--- config.mk ---
export PLATFORM = sky130hd
export DESIGN_NAME = id_ex_stage
export DESIGN_NICKNAME = d
export VERILOG_FILES = /design/src/rtl/rv32_pkg.sv /design/src/rtl/forward_unit.sv /design/src/rtl/id_ex_stage.sv
export SDC_FILE = /design/constraint.sdc
export NUM_CORES = 1
export LEC_CHECK = 0
export ABC_CLOCK_PERIOD_IN_PS = 7000
export CELL_PAD_IN_SITES_DETAIL_PLACEMENT = 2
export CELL_PAD_IN_SITES_GLOBAL_PLACEMENT = 2
export CORE_AREA = 3 3 206 208
export CTS_CLUSTER_SIZE = 16
export DETAILED_ROUTE_END_ITERATION = 8
export DIE_AREA = 0 0 209 211
export GPL_TIMING_DRIVEN = 0
export PLACE_DENSITY_LB_ADDON = 0.1
export RECOVER_POWER = 100
export SYNTH_ARGS = -nofsm -noshare
export SYNTH_HDL_FRONTEND = slang
export SYNTH_HIERARCHICAL = 1
export SYNTH_SLANG_ARGS = --single-unit
--- constraint.sdc ---
create_clock -name CLK -period 7 [get_ports CLK]
set_input_delay 1.05 -clock CLK [delete_from_list [all_inputs] [get_ports CLK]]
set_output_delay 1.05 -clock CLK [all_outputs]
set_load 0.02 [all_outputs]
--- src/rtl/rv32_pkg.sv ---
// Shared RV32 encodings: ALU select codes, operand-select constants and the
// ID/EX pipeline register layout.
package rv32_pkg;

  typedef enum logic [4:0] {
    ALU_PASS   = 5'h00,
    ALU_ADD    = 5'h01,
    ALU_SUB    = 5'h02,
    ALU_SLL    = 5'h03,
    ALU_SLT    = 5'h04,
    ALU_SLTU   = 5'h05,
    ALU_XOR    = 5'h06,
    ALU_SRL    = 5'h07,
    ALU_SRA    = 5'h08,
    ALU_OR     = 5'h09,
    ALU_AND    = 5'h0A,
    ALU_MUL    = 5'h0B,
    ALU_MULH   = 5'h0C,
    ALU_MULHSU = 5'h0D,
    ALU_MULHU  = 5'h0E,
    ALU_DIV    = 5'h0F,
    ALU_DIVU   = 5'h10,
    ALU_REM    = 5'h11,
    ALU_REMU   = 5'h12
  } aluop_e;

  localparam logic OP1SEL_RS1 = 1'b0;
  localparam logic OP1SEL_PC  = 1'b1;
  localparam logic OP2SEL_RS2 = 1'b0;
  localparam logic OP2SEL_IMM = 1'b1;

  // A bubble is this struct cleared to all zeros.
  typedef struct packed {
    logic        valid;
    logic        regwrite;
    logic        memread;
    logic        memwrite;
    logic [4:0]  aluop;
    logic [4:0]  rd;
    logic [4:0]  rs1;
    logic [4:0]  rs2;
    logic        op1sel;
    logic        op2sel;
    logic [31:0] pc;
    logic [31:0] rs1_data;
    logic [31:0] rs2_data;
    logic [31:0] imm;
  } ex_regs_t;

endpackage

--- src/rtl/forward_unit.sv ---
// Picks one source operand from EX/MEM, MEM/WB or the registered value.
// Index 0 is never forwarded; MEM beats WB when both match.
module forward_unit
  import rv32_pkg::*;
(
  input  logic [4:0]  rs_i,
  input  logic [31:0] rs_data_i,
  input  logic [4:0]  mem_rd_i,
  input  logic        mem_regwrite_i,
  input  logic [31:0] mem_result_i,
  input  logic [4:0]  wb_rd_i,
  input  logic        wb_regwrite_i,
  input  logic [31:0] wb_result_i,
  output logic [31:0] fwd_o
);

  logic mem_hit_s;
  logic wb_hit_s;

  assign mem_hit_s = mem_regwrite_i && (mem_rd_i != 5'd0) && (mem_rd_i == rs_i);
  assign wb_hit_s  = wb_regwrite_i  && (wb_rd_i  != 5'd0) && (wb_rd_i  == rs_i);

  // Priority select of the forwarded operand value.
  always_comb begin
    fwd_o = rs_data_i;
    if (mem_hit_s) begin
      fwd_o = mem_result_i;
    end else if (wb_hit_s) begin
      fwd_o = wb_result_i;
    end else begin
      fwd_o = rs_data_i;
    end
  end

endmodule

--- src/rtl/id_ex_stage.sv ---
// ID/EX pipeline register with load-use hazard detection, bubble insertion,
// operand forwarding into the ALU and a load-use stall counter.
module id_ex_stage
  import rv32_pkg::*;
(
  input  logic        CLK,
  input  logic        RESET,
  input  logic        ID_VALID,
  input  logic [31:0] ID_PC,
  input  logic [31:0] ID_RS1_DATA,
  input  logic [31:0] ID_RS2_DATA,
  input  logic [31:0] ID_IMM,
  input  logic [4:0]  ID_RS1,
  input  logic [4:0]  ID_RS2,
  input  logic [4:0]  ID_RD,
  input  logic [4:0]  ID_ALUOP,
  input  logic        ID_OP1SEL,
  input  logic        ID_OP2SEL,
  input  logic        ID_REGWRITE,
  input  logic        ID_MEMREAD,
  input  logic        ID_MEMWRITE,
  input  logic [4:0]  MEM_RD,
  input  logic        MEM_REGWRITE,
  input  logic [31:0] MEM_RESULT,
  input  logic [4:0]  WB_RD,
  input  logic        WB_REGWRITE,
  input  logic [31:0] WB_RESULT,
  input  logic        FLUSH,
  input  logic        HOLD,
  output logic        STALL,
  output logic [31:0] DATA1,
  output logic [31:0] DATA2,
  output logic [4:0]  ALUOP,
  output logic        EX_VALID,
  output logic        EX_REGWRITE,
  output logic        EX_MEMREAD,
  output logic        EX_MEMWRITE,
  output logic [31:0] EX_PC,
  output logic [31:0] EX_STORE_DATA,
  output logic [4:0]  EX_RD,
  output logic [31:0] STALL_COUNT
);

  ex_regs_t    ex_q, ex_d;
  logic [31:0] stall_count_q, stall_count_d;
  logic        r1_hazard_s, r2_hazard_s, stall_s;
  logic [31:0] fwd_rs1_s, fwd_rs2_s;

  // A store also needs rs2 even when OP2SEL picks the immediate.
  assign r1_hazard_s = (ID_RS1 == ex_q.rd) && (ID_OP1SEL == OP1SEL_RS1);
  assign r2_hazard_s = (ID_RS2 == ex_q.rd) && ((ID_OP2SEL == OP2SEL_RS2) || ID_MEMWRITE);
  assign stall_s     = ID_VALID && ex_q.valid && ex_q.memread && (ex_q.rd != 5'd0)
                       && (r1_hazard_s || r2_hazard_s);

  // Next-state: HOLD freezes, FLUSH or STALL bubbles, otherwise accept decode.
  always_comb begin
    ex_d          = ex_q;
    stall_count_d = stall_count_q;
    if (HOLD) begin
      ex_d = ex_q;
    end else if (FLUSH || stall_s) begin
      ex_d = '0;
    end else begin
      ex_d.valid    = ID_VALID;
      ex_d.regwrite = ID_REGWRITE;
      ex_d.memread  = ID_MEMREAD;
      ex_d.memwrite = ID_MEMWRITE;
      ex_d.aluop    = ID_ALUOP;
      ex_d.rd       = ID_RD;
      ex_d.rs1      = ID_RS1;
      ex_d.rs2      = ID_RS2;
      ex_d.op1sel   = ID_OP1SEL;
      ex_d.op2sel   = ID_OP2SEL;
      ex_d.pc       = ID_PC;
      ex_d.rs1_data = ID_RS1_DATA;
      ex_d.rs2_data = ID_RS2_DATA;
      ex_d.imm      = ID_IMM;
    end
    if (stall_s && !HOLD) begin
      stall_count_d = stall_count_q + 32'd1;
    end else begin
      stall_count_d = stall_count_q;
    end
  end

  // Pipeline and counter state registers.
  always_ff @(posedge CLK or posedge RESET) begin
    if (RESET) begin
      ex_q          <= '0;
      stall_count_q <= 32'd0;
    end else begin
      ex_q          <= ex_d;
      stall_count_q <= stall_count_d;
    end
  end

  forward_unit u_fwd_rs1 (
    .rs_i           (ex_q.rs1),
    .rs_data_i      (ex_q.rs1_data),
    .mem_rd_i       (MEM_RD),
    .mem_regwrite_i (MEM_REGWRITE),
    .mem_result_i   (MEM_RESULT),
    .wb_rd_i        (WB_RD),
    .wb_regwrite_i  (WB_REGWRITE),
    .wb_result_i    (WB_RESULT),
    .fwd_o          (fwd_rs1_s)
  );

  forward_unit u_fwd_rs2 (
    .rs_i           (ex_q.rs2),
    .rs_data_i      (ex_q.rs2_data),
    .mem_rd_i       (MEM_RD),
    .mem_regwrite_i (MEM_REGWRITE),
    .mem_result_i   (MEM_RESULT),
    .wb_rd_i        (WB_RD),
    .wb_regwrite_i  (WB_REGWRITE),
    .wb_result_i    (WB_RESULT),
    .fwd_o          (fwd_rs2_s)
  );

  // Operands are combinational from the EX registers so the ALU sees no extra cycle.
  assign STALL         = stall_s;
  assign DATA1         = (ex_q.op1sel == OP1SEL_PC)  ? ex_q.pc  : fwd_rs1_s;
  assign DATA2         = (ex_q.op2sel == OP2SEL_IMM) ? ex_q.imm : fwd_rs2_s;
  assign EX_STORE_DATA = fwd_rs2_s;
  assign ALUOP         = ex_q.aluop;
  assign EX_VALID      = ex_q.valid;
  assign EX_REGWRITE   = ex_q.regwrite;
  assign EX_MEMREAD    = ex_q.memread;
  assign EX_MEMWRITE   = ex_q.memwrite;
  assign EX_PC         = ex_q.pc;
  assign EX_RD         = ex_q.rd;
  assign STALL_COUNT   = stall_count_q;

endmodule
==> Word-level counts from Yosys, hierarchy flattened <==
Cells that the tools add are included.
{ "totals": {"register_bits": 186, "out_inout_bits": 175, "elab_cells": 51, "input_bits": 234} }
{ "op_classes": {"eq_ne": 6, "n_bitwise": 2, "mux": 7, "n_addsub": 1, "n_reduce_logical": 20} }
{ "op_table": {"columns": ["operator", "count"], "rows": [
  ["32-bit 2-to-1 mux", 6],
  ["154-bit 2-to-1 mux", 1],
  ["32-bit by 1-bit adder with 32-bit output, second input constant", 1],
  ["5-bit == test", 6],
  ["5-bit nonzero test", 3],
  ["1-bit logical AND", 13],
  ["1-bit logical OR", 3],
  ["1-bit NOT", 2],
  ["1-bit logical NOT", 1]
]} }

==> Longest topological paths before layout <==
Gate-level depths: netlist (run 1).
{ "depth": {"word_depth": 7, "depth_mapped": 8, "depth_no_buf": 6} }

==> Hierarchy <==
Netlist (run 1), hierarchy kept.
{ "by_module_without_submodules": {"columns": ["mod", "seq_area_each_um2", "n_inst", "area_each_um2", "cells_per_inst"], "rows": [
  ["id_ex_stage", 4654.5, 1, 8577.0, 675],
  ["forward_unit", 0.0, 2, 1167.4, 185]
]} }

==> Worst setup path before layout (run 1) <==
No wires, ideal clock.
{ "synth_path": {"kind": "input -> output", "startpoint": "input WB_RD[0]", "endpoint": "output DATA2[10]", "required_ns": 5.950, "t_arrival_ns": 2.775, "path_buffers": 1, "path_stages": 6, "setup_slack_ns": 3.175, "cell_sequence": "nor4_1 o21a_1 buf_1 o31ai_1 a31oi_1 mux2_2"} }
{ "synth_via": {"elab_chain_len": 6, "word_cells_on_any_way": 7, "cone_classes": "eq/ne: 1; mux: 3; reduce/logical: 3"} }
{ "synth_rtl": {"columns": ["element", "line_no", "rtl"], "rows": [
  ["from (decl)", "id_ex_stage.sv:25", "input logic [4:0] WB_RD,"],
  ["5-bit nonzero test", "forward_unit.sv:21", "assign wb_hit_s = wb_regwrite_i && (wb_rd_i != 5'd0) && (wb_rd_i == rs_i);"],
  ["1-bit logical AND", "forward_unit.sv:21", null],
  ["1-bit logical AND (*)", "forward_unit.sv:21", null],
  ["32-bit 2-to-1 mux (*)", "forward_unit.sv:28", "end else if (wb_hit_s) begin"],
  ["32-bit 2-to-1 mux (*)", "forward_unit.sv:26", "if (mem_hit_s) begin"],
  ["via EX_STORE_DATA[10]", "id_ex_stage.sv:39", "output logic [31:0] EX_STORE_DATA,"],
  ["32-bit 2-to-1 mux (*)", "id_ex_stage.sv:124", "assign DATA2 = (ex_q.op2sel == OP2SEL_IMM) ? ex_q.imm : fwd_rs2_s;"],
  ["to (decl)", "id_ex_stage.sv:32", "output logic [31:0] DATA2,"]
]} }
The timed path passes the listed nets; every way through them passes the cells marked *.

==> Final worst setup path (run 1) <==
{ "layout_path": {"startpoint": "input ID_RS2[1]", "endpoint": "output STALL"} }
{ "layout_via": {"elab_chain_len": 4} }
{ "layout_rtl": {"columns": ["element", "line_no", "rtl"], "rows": [
  ["from (decl)", "id_ex_stage.sv:14", "input logic [4:0] ID_RS2,"],
  ["5-bit == test", "id_ex_stage.sv:51", "assign r2_hazard_s = (ID_RS2 == ex_q.rd) && ((ID_OP2SEL == OP2SEL_RS2) || ID_MEMWRITE);"],
  ["1-bit logical AND", "id_ex_stage.sv:51", null],
  ["1-bit logical OR", "id_ex_stage.sv:53", "&& (r1_hazard_s || r2_hazard_s);"],
  ["1-bit logical AND", "id_ex_stage.sv:53", null],
  ["to (decl)", "id_ex_stage.sv:30", "output logic STALL,"]
]} }
Every way passes these cells.

==> impl_metrics.toml, run 1 <==
[status]
status = "complete, but fails checks"
violations = "max-capacitance violations, max-slew violations"

[clocking]
clk_latency_ns = 0.45
cts_resized = 0
htreeDepth = 4
cts_setup_buffers = 0
clock_path_buffers = 2
cts_tree = "yes"
hold_buffers = 0
path_clk_slew_ns = 0.07
cts.sinks = 186
cts_root_buffer = "clkbuf_16"
cts_buffers = 17

[cells_and_area]
layoutNonFillerInstCount = 2029
most-common-layout-cells = "clkdlybuf4s50_1, dfrtp_1, dlygate4sd3_1"
nets = 1707
syn_to_final_growth_pct = 49.1
final_common_cell = "clkdlybuf4s50_1"
final_layout_size_suffix_gt1_share_pct = 11.0
post-route-cell-area_mm2 = 0.0163

[logic_synthesis]
synth_xor_area_share_pct = 4.58
synth-main-ff-cell = "dfrtp_1"
async_flop_share_pct = 100
synth_edf_count = 0
ys_seq_area_share_pct = 42.7
synthTopCellsByArea = "dfrtp_1, a32o_1, mux2_2"
syn_nets = 1280
synth-adder-area-share_pct = 0.115
yosys.area.top_type_share_pct = 42.7
yosys.area.top_type = "dfrtp_1"
synth_top_family_by_area = "compound AO/OA/AOI/OAI gates"
netlist_area_mm2 = 0.0109
ys_seq_elements = 186
syn_inst = 1045
syn_avg_cell_area_um2 = 10.4
synth-simple-area-share_pct = 13.4
synth_compound_area_share_pct = 22.8
synth_cell_type_count = 40
yosys_warnings = 6
muxShareOfSynthArea_pct = 6.71

[setup_path]
cp-end-kind = "output pin"
cpMaxStageDelayCell = "dlygate4sd3_1"
cp_max_fo = 10
path_class = "primary input to output pin"
path_common_cell = "clkbuf_1"
worstPathRequired_ns = 5.95
reg2reg_slack_ns = 3.42
cp_top_family = "buffers and inverters"
critPathLaunchType = "primary input"
cpPeakStageDelay_ns = 0.67
critPathArrivalTime_ns = 4.87
critPathBufInv = 6
crit_chain = "dlygate4sd3_1 > xor2_1 > nor4_1 > a22oi_1 > nand2b_2 > clkbuf_1 > clkbuf_1 > clkbuf_1 > inv_1 > dlygate4sd3_1"

[pwr]
p_leak_nw = 6.66
power_w = 0.00327
power_per_cell_area_mw_per_mm2 = 201
ir_drop_mv = 0.168

[sta]
finalWorstSetupSlack_ns = 1.08
slew_headroom_pct = -157
finalHoldViolations = 0
skew_ns = 0.0114
fmax_mhz = 169
rsz0062_at_grt = "no"
finalCriticalPeriod_ns = 5.92
tightest_slew_ns = 3.84
finalMaxSlewViolations = 78
final.setup.tns_ns = 0
setup_viol = 0
min_period_over_period_pct = 84.5

[detailed_routing]
wl_met2_mm = 26.5
detail_route.wl_per_cell_um = 27.5
top_layer = "met5"
wl_mm = 55.7
drt_iter0_drc = 590
dr_wl_met3_mm = 3.06
first_pass_iters = 5
wl_met1_mm = 24.9
vias = 11200
drc = 0
via_per_inst = 5.53
drtAntennaViolNets = 0

[floorplan]
initial_core_util_pct = 26.8
die_area_mm2 = 0.0441
die_w_um = 209
die_h_um = 211
core_mm2 = 0.0407
rows = 74
io_pins = 409

[placement]
place_ws_ns = 1.65
placed_area_mm2 = 0.0157
gp_congestion = 0.798
placed_cells = 1985
hpwl_mm = 43.8
port_buffers = 407

[grt]
grt_pass1_wl_mm = 81.7
grt.overflow.total = 0
first_global_vias = 12200
grt_max_degree = 110
grt_util_all_layers_pct = 24.6
grt_antenna_before_repair = 20

[min_path]
hp-class = "register to register"

[job]
drv_cap = 1
[power breakdown]
part	total [W]	leakage [nW]	internal [W]	switching, W
Sequential	0.00120	2.45	0.00114	0.0000553
Clock	0.00115	0.331	0.000683	0.000467
Combinational	0.000919	3.87	0.000408	0.000511
[flip-flops by register name, summed over array words and instances, names as in the netlist]
| signal | count |
|---|---|
| ALUOP | 5 |
| EX_MEMREAD | 1 |
| EX_MEMWRITE | 1 |
| EX_PC | 32 |
| EX_RD | 5 |
| EX_REGWRITE | 1 |
| EX_VALID | 1 |
| STALL_COUNT | 32 |
| ex_q | 108 |
[cell usage after synthesis (2+ instances only)]
master	count
a21oi_4	2
buf_1	6
xor2_1	41
clkbuf_1	93
or2_1	2
or4_4	2
nor3b_1	4
a31oi_1	64
buf_2	11
nand2_1	30
and3_1	7
mux2_2	65
buf_8	10
a32o_1	140
o21ai_1	2
dfrtp_1	186
o31ai_1	78
nor4_1	74
o21a_1	2
nor4b_1	2
and2_1	4
buf_6	8
buf_4	44
or3_1	2
xnor2_1	16
nand3_1	16
nor2_1	13
nand4_1	74
inv_1	18
nor3_1	19
[through the flow]
| stage | hold slack [ns] | utilization, % |
|---|---|---|
| 2_1_floorplan | 0.458 | - |
| 3_3_place_gp | 0.465 | 38.4 |
| 3_5_place_dp | 0.467 | 38.5 |
| 4_1_cts | 0.476 | 40.2 |
| 5_1_grt | 0.506 | 39.9 |
| 6_report | 0.469 | 39.9 |
[logic make-up (layout without fill, tap and decap cells)]
| family | after synthesis | count (layout) |
|---|---|---|
| mux | 65 | 65 |
| compound gates | 293 | 293 |
| simple gates | 253 | 253 |
| buf+inv | 190 | 630 |
| fa+ha+maj | 1 | 1 |
| xor+xnor | 57 | 57 |
| flops | 186 | 186 |
| other cells | 0 | 12 |
[final timing paths]
| path | cells past startpoint | startpoint | end |
|---|---|---|---|
| setup / recovery | 10 | ID_RS2[1] | STALL |
| hold / removal | 1 | STALL_COUNT[31]$_DFFE_PP0P_ | STALL_COUNT[31]$_DFFE_PP0P_ |
| setup reg to reg | 8 | EX_RD[0]$_DFFE_PP0N_ | ex_q[92]$_DFFE_PP0N_ |
| hold reg to reg | 1 | STALL_COUNT[31]$_DFFE_PP0P_ | STALL_COUNT[31]$_DFFE_PP0P_ |
| max in group asynchronous | 2 | RESET | EX_PC[7]$_DFFE_PP0N_ |
| min in group asynchronous | 2 | RESET | ex_q[88]$_DFFE_PP0N_ |
[layout make-up]
cell class,instances,area [um2]
tap,532,666
inverter,18,68.8
fill,4417,24500
antenna,12,30.0
clock buffer,18,439
buffer,172,872
clock inverter,14,241
timing repair buffer,408,4100
multi-input combinational,669,5190
sequential,186,4650
[layer usage]
metal | track usage [%] | vias up
met1 | 32.4 | 5768
met4 | 7.09 | 14
li1 | - | 5019
met2 | 40.7 | 355
met3 | 5.72 | 74
met5 | 0 | -
[worst reg2reg max path, cell delays in order (launching register included)]
cell and delay (ns):
dfrtp_1 0.44, or4_1 0.61, o2111a_1 0.27, buf_6 0.14, nand2b_2 0.06, clkbuf_1 0.49
clkbuf_1 0.55, clkbuf_1 0.66, a32o_1 0.29
(Power assumes the default switching activity.)
==> run 2: changes to the inputs <==
--- a/config.mk
+++ b/config.mk
@@ -5,7 +5,7 @@
 export SDC_FILE = /design/constraint.sdc
 export NUM_CORES = 1
 export LEC_CHECK = 0
-export ABC_CLOCK_PERIOD_IN_PS = 7000
+export ABC_CLOCK_PERIOD_IN_PS = 6000
 export CELL_PAD_IN_SITES_DETAIL_PLACEMENT = 2
 export CELL_PAD_IN_SITES_GLOBAL_PLACEMENT = 2
 export CORE_AREA = 3 3 206 208
==> constraint.sdc (replaced) <==
create_clock -name CLK -period 6 [get_ports CLK]
set_input_delay 0.9 -clock CLK [delete_from_list [all_inputs] [get_ports CLK]]
set_output_delay 0.9 -clock CLK [all_outputs]
set_load 0.02 [all_outputs]
==> run 2 against run 1 <==
The flow still finishes with violations (max-capacitance violations, max-slew violations). Power rose by 17%. Largest cell class unchanged. Clock skew rose by 0.0011 ns. Largest power group unchanged. Die area did not move. Worst setup slack got worse by 0.44 ns. Sequential cell count did not move. Via count fell by 0.36%. Highest routed layer unchanged.
==> impl_metrics.toml, run 2 (same netlist as run 1, synthesis figures left out) <==
[status]
status = "complete, but fails checks"
violations = "max-capacitance violations, max-slew violations"

[clocking]
cts_resized = 0
clock_path_buffers = 2
htreeDepth = 4
hold_buffers = 0
cts_setup_buffers = 0
cts_buffers = 17
path_clk_slew_ns = 0.07
clk_latency_ns = 0.45
cts_root_buffer = "clkbuf_16"
cts.sinks = 186
cts_tree = "yes"

[grt]
met1_usage_pct = 32.4
first_global_vias = 12200
grt_util_all_layers_pct = 24.6
grt_pass1_wl_mm = 81.7
grt_antenna_before_repair = 20
grt_max_degree = 110
grt.overflow.total = 0
grtUsageMet2_pct = 40.7
grt.busiest_layer = "met2"
grtUsageMet3_pct = 5.72

[floorplan]
io_pins = 409
initial_core_util_pct = 26.8
rows = 74
die_area_mm2 = 0.0441
die_w_um = 209
core_mm2 = 0.0407
die_h_um = 211

[detailed_routing]
vias = 11200
first_pass_iters = 6
drc = 0
drtAntennaViolNets = 0
via_per_inst = 5.52
detail_route.wl_per_cell_um = 27.5
wl_mm = 55.8
drt_iter0_drc = 591

[setup_path]
crit_start = "WB_RD[1]"
path_class = "primary input to output pin"
cp_max_fo = 10
worstPathRequired_ns = 5.10
critPathLaunchType = "primary input"
reg2reg_from = "EX_RD[0]$_DFFE_PP0N_"
critPathArrivalTime_ns = 4.46
cp-end-kind = "output pin"

[cells_and_area]
most-common-layout-cells = "clkdlybuf4s50_1, dfrtp_1, dlygate4sd3_1"
largest_register_ffs = 108
nets = 1707
syn_to_final_growth_pct = 49.3
fillCellCount = 4411
final_common_cell = "clkdlybuf4s50_1"
final_layout_size_suffix_gt1_share_pct = 11.2
final_core_util_pct = 40.0
regMostFlops = "ex_q"

[sta]
setup_viol = 0
slew_headroom_pct = -158
finalMaxSlewViolations = 78
min_period_over_period_pct = 89.4
fmax_mhz = 187
finalHoldViolations = 0
rsz0062_at_grt = "no"
final.setup.tns_ns = 0
finalCriticalPeriod_ns = 5.36
holdWs_ns = 0.469
skew_ns = 0.0125
tightest_slew_ns = 3.85

[pwr]
p_leak_nw = 6.67
ir_drop_mv = 0.197
power_w = 0.00382
power_per_cell_area_mw_per_mm2 = 234

[job]
drv_cap = 1

[placement]
hpwl_mm = 43.8
gp_congestion = 0.798
port_buffers = 407

[min_path]
min_from = "STALL_COUNT[31]$_DFFE_PP0P_"
hp-class = "register to register"
-- run 2: worst paths after layout --
kind | end | slack [ns] | depth (start not counted)
worst max register to register | ex_q[92]$_DFFE_PP0N_ | 2.69 | 8
max in group asynchronous | EX_PC[7]$_DFFE_PP0N_ | 2.21 | 2
worst min-delay path | STALL_COUNT[31]$_DFFE_PP0P_ | 0.47 | 1
worst max-delay path | DATA2[1] | 0.64 | 8
min in group asynchronous | ex_q[88]$_DFFE_PP0N_ | 2.06 | 2
worst min register to register | STALL_COUNT[31]$_DFFE_PP0P_ | 0.47 | 1
-- run 2: per-stage QoR --
| step | cells | cell area, um2 | worst slack [ns] |
|---|---|---|---|
| after floorplan | 1045 | 10900 | 0.0429 |
| after global placement | 1984 | 15700 | -3.20 |
| after detailed placement | 1985 | 15700 | 0.955 |
| after CTS | 2017 | 16400 | 0.953 |
| after global routing | 2025 | 16300 | 0.384 |
| final | 2029 | 16300 | 0.638 |
-- run 2: power breakdown --
| group | switching [W] | internal (W) | total [W] |
|---|---|---|---|
| Sequential | 0.0000642 | 0.00133 | 0.00140 |
| Clock | 0.000548 | 0.000797 | 0.00135 |
| Combinational | 0.000597 | 0.000476 | 0.00107 |
| Total | 0.00121 | 0.00261 | 0.00382 |
-- run 2: final cells by class --
cell class              instances  area (um2)  share of cell area (%)
multi-input cells             669        5190                    31.9
clock inverters                14         241                    1.48
diodes                         12        30.0                   0.184
repair buffers                408        4100                    25.2
plain buffers                 172         902                    5.54
clock buffers                  18         439                    2.70
flip-flops and latches        186        4650                    28.6
well taps                     532         666                    4.08
inverters                      18        68.8                   0.422
-- run 2: worst max-delay path, stage by stage --
cell and delay [ns]:
clkdlybuf4s50_1 0.59, nor4_1 0.11, o21ai_0 0.91, clkbuf_1 0.49, nand4_1 0.16, a31oi_1 0.39
mux2_2 0.23, dlygate4sd3_1 0.68
-- run 2: metal layers --
metal | up-vias | wire length, um | share of wire, %
li1 | 5019 | - | -
met1 | 5754 | 25000 | 45
met2 | 335 | 26600 | 48
met3 | 68 | 2990 | 5.4
met4 | 14 | 1180 | 2.1
met5 | - | 89 | 0.16
==> run 3: changes to the inputs <==
--- a/config.mk
+++ b/config.mk
@@ -5,14 +5,13 @@
 export SDC_FILE = /design/constraint.sdc
 export NUM_CORES = 1
 export LEC_CHECK = 0
-export ABC_CLOCK_PERIOD_IN_PS = 6000
+export ABC_CLOCK_PERIOD_IN_PS = 6850
 export CELL_PAD_IN_SITES_DETAIL_PLACEMENT = 2
 export CELL_PAD_IN_SITES_GLOBAL_PLACEMENT = 2
-export CORE_AREA = 3 3 206 208
+export CORE_AREA = 3 3 198 200
 export CTS_CLUSTER_SIZE = 16
 export DETAILED_ROUTE_END_ITERATION = 8
-export DIE_AREA = 0 0 209 211
-export GPL_TIMING_DRIVEN = 0
+export DIE_AREA = 0 0 201 203
 export PLACE_DENSITY_LB_ADDON = 0.1
 export RECOVER_POWER = 100
 export SYNTH_ARGS = -nofsm -noshare
==> constraint.sdc (replaced) <==
create_clock -name CLK -period 6.85 [get_ports CLK]
set_input_delay 1.0275 -clock CLK [delete_from_list [all_inputs] [get_ports CLK]]
set_output_delay 1.0275 -clock CLK [all_outputs]
set_load 0.02 [all_outputs]
==> run 3 against run 2 <==
The run still ends with max-capacitance violations, max-slew violations left. Worst setup slack improved by 0.13 ns. Via count shrank 4.3%. Power fell by 16%. Core utilization increased by 1.3 points. Sequential power fell by 12%. Count of clock-buffer cells in the layout is 6 higher. Non-clock buffer count fell by 145. Highest routed layer unchanged. Die area decreased by 7.5%. Register-to-register slack worse by 1.0 ns.
==> impl_metrics.toml, run 3 (same netlist as run 1, synthesis figures left out) <==
[grt]
grt_max_degree = 112
grt_pass1_wl_mm = 79.1
first_global_vias = 11700
grt_util_all_layers_pct = 25.4
grt.overflow.total = 0
grt_antenna_before_repair = 7

[cells_and_area]
syn_to_final_growth_pct = 42.3
largest_register_ffs = 108
fillCellCount = 3927
final_layout_size_suffix_gt1_share_pct = 9.86
seq_area_mm2 = 0.00466
layoutNonFillerInstCount = 1855
multi_input_area_mm2 = 0.00525
nets = 1562
most-common-layout-cells = "clkdlybuf4s50_1, dfrtp_1, dlygate4sd3_1"
final_common_cell = "clkdlybuf4s50_1"
regMostFlops = "ex_q"

[job]
drv_cap = 3

[setup_path]
critPathLaunchType = "primary input"
cpMaxStageDelayCell = "o21a_1"
cp-end-kind = "output pin"
r2r_end = "ex_q[63]$_DFFE_PP0N_"
cp_max_fo = 20
worstPathRequired_ns = 5.82
reg2reg_slack_ns = 1.65
r2r.worst_path.cells = 7
reg2reg_from = "EX_RD[1]$_DFFE_PP0N_"
critPathArrivalTime_ns = 5.06
cp_top_family = "buffers and inverters"
path_common_cell = "dlygate4sd3_1"
critPathBufInv = 3
cpPeakStageDelay_ns = 0.74
crit_chain = "dlygate4sd3_1 > nor4_1 > o21a_1 > clkbuf_1 > o31ai_1 > a31oi_1 > mux2_2 > dlygate4sd3_1"
path_class = "primary input to output pin"
crit_cells = 8

[clocking]
htreeDepth = 4
cts_resized = 0
cts_root_buffer = "clkbuf_16"
cts_buffers = 17
hold_buffers = 0
cts_setup_buffers = 0
cts_tree = "yes"
cts.sinks = 186
path_clk_slew_ns = 0.07
clk_latency_ns = 0.46
clock_path_buffers = 2

[sta]
fmax_mhz = 164
finalMaxSlewViolations = 206
holdWs_ns = 0.473
skew_ns = 0.0185
slew_headroom_pct = -180
rsz0062_at_grt = "no"
final.setup.tns_ns = 0
finalHoldViolations = 0
min_period_over_period_pct = 88.8
tightest_slew_ns = 4.18
finalCriticalPeriod_ns = 6.08
setup_viol = 0

[detailed_routing]
first_pass_iters = 5
drt_iter0_drc = 563
drc = 0
vias = 10700
drtAntennaViolNets = 0
wl_mm = 53.2
via_per_inst = 5.77
detail_route.wl_per_cell_um = 28.7

[floorplan]
rows = 71
die_area_mm2 = 0.0408
die_w_um = 201
core_mm2 = 0.0376
initial_core_util_pct = 29.0
io_pins = 409
die_h_um = 203

[pwr]
p_leak_nw = 6.33
power_per_cell_area_mw_per_mm2 = 207
ir_drop_mv = 0.174

[min_path]
min_from = "STALL_COUNT[31]$_DFFE_PP0P_"
hp-class = "register to register"
min_path_cells = 1
min_to = "STALL_COUNT[31]$_DFFE_PP0P_"

[placement]
placed_cells = 1819
port_buffers = 408
hpwl_mm = 37.8
gp_congestion = 0.876

[status]
status = "complete, but fails checks"
violations = "max-capacitance violations, max-slew violations"
[run 3: worst max-delay path by stage]
stage               startpoint              endpoint  slack, ns
floorplan                RESET  ALUOP[0]$_DFFE_PP0N_       0.77
global placement     MEM_RD[0]             DATA2[14]       0.87
detailed placement   MEM_RD[0]             DATA2[15]       0.75
CTS                  MEM_RD[0]             DATA2[15]       0.74
global route          WB_RD[0]             DATA2[24]       0.46
finish                WB_RD[0]             DATA2[24]       0.77
[run 3: power breakdown]
part	switching (W)	leakage, nW	internal (W)
combinational	0.000489	3.57	0.000386
sequential	0.0000606	2.45	0.00117
clock	0.000466	0.310	0.000649
[run 3: cell type report]
type	count	area share, %
multi-input cells	669	33.8
well taps	511	4.12
flip-flops and latches	186	30.0
repair buffers	435	27.5
clock buffers	24	3.17
inverters	18	0.443
diodes	5	0.0806
clock inverters	7	0.895
[run 3: stage by stage]
stage / worst slack [ns] / area [um2] / power, W / utilization (%)
after global placement: 0.866 / 14900 / 0.00216 / 39.7
after global routing: 0.462 / 15500 / 0.00336 / 41.3
final: 0.766 / 15500 / 0.00322 / 41.3
after detailed placement: 0.750 / 14900 / 0.00217 / 39.7
after CTS: 0.735 / 15500 / 0.00330 / 41.4
after floorplan: 0.765 / 10900 / 0.00171 / -
[run 3: worst reg2reg max path: cells and delay by family (launching register included)]
kind                      cells  cell delay [ns]
buffers and inverters         2             2.74
DFF                           1             0.53
xor gates and xnor gates      1             0.21
and+or+nand+nor               2             0.94
AOI/OAI and AO/OA             2             0.71
[run 3: per-layer routing]
layer  GRT usage [%]  wire (um)  vias up
li1                -          -     4700
met1            31.2      22100     5545
met2            43.7      26400      390
met3            6.81       3320       65
met4            7.85       1320        6
met5               0         54        -
